### src/rtl/i_execute.sv
// rtl/i_execute.sv - LEGv8 execute stage: operand B mux, ALU control decode, ALU, branch target, EX/MEM output register.
// Optional EXECUTE_EXT_ALU_EN adds R-type EOR, LSL and LSR.
module i_execute #(
   parameter int WORD = 64
) (
   input  logic            clk,
   input  logic            rst_n,
   input  logic [WORD-1:0] cur_pc,
   input  logic [WORD-1:0] read_data1,
   input  logic [WORD-1:0] read_data2,
   input  logic [WORD-1:0] sign_extended_output,
   input  logic [1:0]      alu_op,
   input  logic            alu_src,
   input  logic [10:0]     opcode,
   output logic [WORD-1:0] branch_target,
   output logic [WORD-1:0] alu_result,
   output logic            zero
);

   typedef enum logic [3:0] {
      ALU_ADD,
      ALU_SUB,
      ALU_AND,
      ALU_ORR,
      ALU_PASS_B,
      ALU_NONE,
      ALU_EOR,
      ALU_LSL,
      ALU_LSR
   } alu_ctl_e;

   localparam logic [10:0] OPC_ADD = 11'b10001011000;
   localparam logic [10:0] OPC_SUB = 11'b11001011000;
   localparam logic [10:0] OPC_AND = 11'b10001010000;
   localparam logic [10:0] OPC_ORR = 11'b10101010000;
`ifdef EXECUTE_EXT_ALU_EN
   localparam logic [10:0] OPC_EOR = 11'b11001010000;
   localparam logic [10:0] OPC_LSL = 11'b11010011011;
   localparam logic [10:0] OPC_LSR = 11'b11010011010;
`endif

   alu_ctl_e        alu_ctl;
   logic [WORD-1:0] op_b;
   logic [WORD-1:0] alu_res;

   logic [WORD-1:0] branch_target_d, branch_target_q;
   logic [WORD-1:0] alu_result_d, alu_result_q;
   logic            zero_d, zero_q;

   assign op_b = alu_src ? sign_extended_output : read_data2;

   always_comb begin
      alu_ctl = ALU_NONE;
      case (alu_op)
         2'b00: alu_ctl = ALU_ADD;
         2'b01: alu_ctl = ALU_PASS_B;
         2'b11: alu_ctl = ALU_PASS_B;
         default: begin
            case (opcode)
               OPC_ADD: alu_ctl = ALU_ADD;
               OPC_SUB: alu_ctl = ALU_SUB;
               OPC_AND: alu_ctl = ALU_AND;
               OPC_ORR: alu_ctl = ALU_ORR;
`ifdef EXECUTE_EXT_ALU_EN
               OPC_EOR: alu_ctl = ALU_EOR;
               OPC_LSL: alu_ctl = ALU_LSL;
               OPC_LSR: alu_ctl = ALU_LSR;
`endif
               default: alu_ctl = ALU_NONE;
            endcase
         end
      endcase
   end

   always_comb begin
      alu_res = '0;
      case (alu_ctl)
         ALU_ADD:    alu_res = read_data1 + op_b;
         ALU_SUB:    alu_res = read_data1 - op_b;
         ALU_AND:    alu_res = read_data1 & op_b;
         ALU_ORR:    alu_res = read_data1 | op_b;
         ALU_PASS_B: alu_res = op_b;
`ifdef EXECUTE_EXT_ALU_EN
         ALU_EOR:    alu_res = read_data1 ^ op_b;
         ALU_LSL:    alu_res = read_data1 << op_b[5:0];
         ALU_LSR:    alu_res = read_data1 >> op_b[5:0];
`endif
         default:    alu_res = '0;
      endcase
   end

   // Branch offsets arrive in word units; the top two bits fall off in the shift.
   always_comb begin
      branch_target_d = cur_pc + {sign_extended_output[WORD-3:0], 2'b00};
      alu_result_d    = alu_res;
      zero_d          = (alu_res == '0);
   end

   always_ff @(posedge clk) begin
      if (!rst_n) begin
         branch_target_q <= '0;
         alu_result_q    <= '0;
         zero_q          <= 1'b0;
      end else begin
         branch_target_q <= branch_target_d;
         alu_result_q    <= alu_result_d;
         zero_q          <= zero_d;
      end
   end

   assign branch_target = branch_target_q;
   assign alu_result    = alu_result_q;
   assign zero          = zero_q;

endmodule

### config.mk
export PLATFORM = sky130hd
export DESIGN_NAME = i_execute
export DESIGN_NICKNAME = d
export VERILOG_FILES = /design/src/rtl/i_execute.sv
export SDC_FILE = /design/constraint.sdc
export NUM_CORES = 1
export LEC_CHECK = 0
export CORE_MARGIN = 2
export CORE_UTILIZATION = 35
export CTS_CLUSTER_DIAMETER = 30
export CTS_CLUSTER_SIZE = 14
export DETAILED_ROUTE_END_ITERATION = 8
export MAX_ROUTING_LAYER = met4
export PLACE_DENSITY = 0.59
export SLEW_MARGIN = 20
export SYNTH_ARGS = -nofsm -noshare
export SYNTH_HDL_FRONTEND = slang
export SYNTH_SLANG_ARGS = --single-unit
### constraint.sdc
create_clock -name clk -period 9 [get_ports clk]
set_input_delay 1.35 -clock clk [delete_from_list [all_inputs] [get_ports clk]]
set_output_delay 1.35 -clock clk [all_outputs]
set_load 0.1 [all_outputs]
==> results of run 1 <==
cells by family after synthesis:
kind of cell,Yosys count
buf+inv,152
xor+xnor,157
fa+ha+maj,145
simple gates,747
mux,80
flops,129
compound gates,656
worst paths after layout:
path | from | endpoint | slack [ns] | cells past startpoint
worst max-delay path | alu_src | zero | 0.99 | 25
worst min-delay path | rst_n | branch_target[9] | 1.41 | 4
flip-flops by register name, summed over array words and instances, names as in the netlist:
signal and flops:
zero 1, alu_result 64, branch_target 64
stage by stage:
step / util / total power [W] / hold WS (ns) / setup WS (ns)
3_5_place_dp: 0.4564 / 0.002351 / 1.932 / 0.6097
3_3_place_gp: 0.4564 / 0.002358 / 1.927 / 0.7359
2_1_floorplan: - / 0.001823 / 1.477 / 1.846
6_report: 0.4703 / 0.003069 / 1.414 / 0.9930
5_1_grt: 0.4702 / 0.003210 / 1.455 / 0.4412
4_1_cts: 0.4696 / 0.003062 / 1.402 / 1.085
layer usage:
| layer | vias to the layer above | share of wire | track usage |
|---|---|---|---|
| met5 | - | 0 | - |
| met1 | 8292 | 0.49 | 0.4758 |
| met2 | 803 | 0.41 | 0.4552 |
| met3 | 79 | 0.081 | 0.05637 |
| li1 | 8283 | - | - |
| met4 | 0 | 0.021 | 0.09203 |
cells in the mapped netlist, types with 27 or more instances:
cell and count:
dfxtp_1 129, xnor2_1 93, mux2i_1 54, o21bai_1 27, nand4_1 39, o21a_1 27, clkbuf_1 83, nand2_1 175
nor3_1 56, nor2b_1 40, a21oi_1 207, nor2_1 174, inv_1 48, xor2_1 64, o21ai_0 141, a21o_1 60
nand3_1 59, ha_1 127, and2_1 75
layout make-up:
cell class / count / area share
antenna: 11 / 0.001368
inverter: 48 / 0.008954
multi-input combinational: 1785 / 0.5936
tap: 546 / 0.03395
timing repair buffer: 419 / 0.2057
clock inverter: 13 / 0.005596
clock buffer: 19 / 0.02251
sequential: 129 / 0.1283
power by group through the flow:
stage / registers [W] / clock network [W] / logic (W)
2_1_floorplan: 0.00113 / 0 / 0.000693
3_3_place_gp: 0.000666 / 0 / 0.00169
3_5_place_dp: 0.000667 / 0 / 0.00168
4_1_cts: 0.000655 / 0.000715 / 0.00169
5_1_grt: 0.000660 / 0.000737 / 0.00181
6_report: 0.000654 / 0.000699 / 0.00172
worst max-delay path: cells and delay by family:
family	cells	cell delay, ns
xor gates and xnor gates	1	0.18
AOI/OAI and AO/OA	6	1.92
and+or+nand+nor	15	3.67
adders and majority gates	1	0.48
buffers and inverters	2	0.78
==> run summary, run 1 <==
status = finished clean
Post-Synth Simple-Gate Area = 0.2481
Post-synth EDFFs = 0
Reg power frac = 0.213
Comb pwr share = 0.559
maximum number of pins on one net before global-route repair = 53
dpl hpwl = 59.94 mm
Seq/Total Area, Yosys = 0.1713
htree depth = 4
CP peak stage delay = 0.65 ns
Detail Route Antenna Nets = 0
clk slew on worst S/H paths = 0.06 ns
Filler Cell Count = 4,299
clock share of power = 0.228
global-route wire length before repair = 105.4 mm
Synth Flop Type = dfxtp_1
Crit path top cell by count = nor2_1
Post-Syn Nets = 2,467
DRC violations left = 0
leak pwr = 7.965 nW
initial antenna violation count = 10
drt first pass iters = 5
GRT Overall Usage = 0.3263
placed inst area = 19,530 sq um
Setup Fix Bufs, Post-CTS = 0
Die H = 211.5 um
TritonCTS clock tree = built
Root Driver = clkbuf_16
proportion of synthesized area in mux cells = 0.05528
YS warnings = 0
Initial Util = 0.3523
post-layout min period = 8.007 ns
P_int = 0.001591 W
VDD IR-drop max = 134.7 uV
Tcrit/Tclk final = 0.8897
vias in the first global route = 16,420
critical path type = input port to register
most frequent cells in the layout = clkdlybuf4s50_1 (398), a21oi_1 (206), nand2_1 (175), nor2_1 (174), o21ai_0 (141)
layout cells sized above 1 = 0.04269
CP Data Arrival Time = 8.43 ns
Final #Nets = 2,801
Worst setup SP type = input port
critical-path maximum fanout = 51
Port-buffer cells = 400
P_sw = 0.001477 W
HP Class = input port to register
Synth Area in XOR/XNOR = 0.09122
Area Overhead vs Synth = 33.49%
#FFs+latches synth = 129
Compound-Gate Fraction of Synth Area = 0.2762
CP max-delay cell = a2111oi_0
Core Footprint = 42,790 sq um
post-route cell area = 20,120 sq um
Via Count = 17,460
final setup TNS = 0 ns
drt wl/cell = 24.31 um
Chip Width = 211.5 um
post-synth top area cell = dfxtp_1
cell area after synthesis = 15,070 sq um
largest family of logic cells by synthesized area = compound AO/OA/AOI/OAI gates
final cell count without fillers = 2,970
fmax = 124.9 MHz
syn_area_per_cell = 7.296 sq um
post-synthesis adder-cell area fraction = 0.1188
Vias/cell = 5.878
Slew @ Worst Pin = 1.058 ns
total grt overflow = 0
async set-reset flop share out of synthesis = 0
WP data required = 9.42 ns
drt initial violations = 1,775
gpl congestion = 1.018
Post-CTS Resized = 0
Synth top area share = 0.1713
row count = 76
unrepaired setup endpoints after global routing = false
Netlist cell types = 81
cts hold-fix bufs = 0
placed cell count = 2,927
CTS Buf Count = 17
die area = 44,740 sq um
max-slew violations = 0
Max-slew headroom = 0.2924
most common library cell in the layout ignoring fill and taps = clkdlybuf4s50_1
Sw Ratio = 0.4814
clock sinks = 129
top cells by area, synth = dfxtp_1 (17%), ha_1 (11%), a21oi_1 (6.9%), xnor2_1 (5.4%), o21ai_0 (4.7%)
Sequential cell area = 2582 sq um
pwr dens = 152.5 nW/um^2
final hold vios = 0
Synth Instances = 2,066
area of the multi-input gates = 11,950 sq um
Final setup viols = 0
IO Count = 401
Clock Path Buffers = 2
final wirelength = 72.21 mm
maxcap violations = 0
Critical Path End Type = register
Note: power is estimated with default switching activity, not from simulation.
==> run 2, diff against run 1 <==
- CTS_CLUSTER_SIZE: 14 -> not set
==> results of run 2 <==
The final DEF is identical to that of run 1; final timing and power are the same.
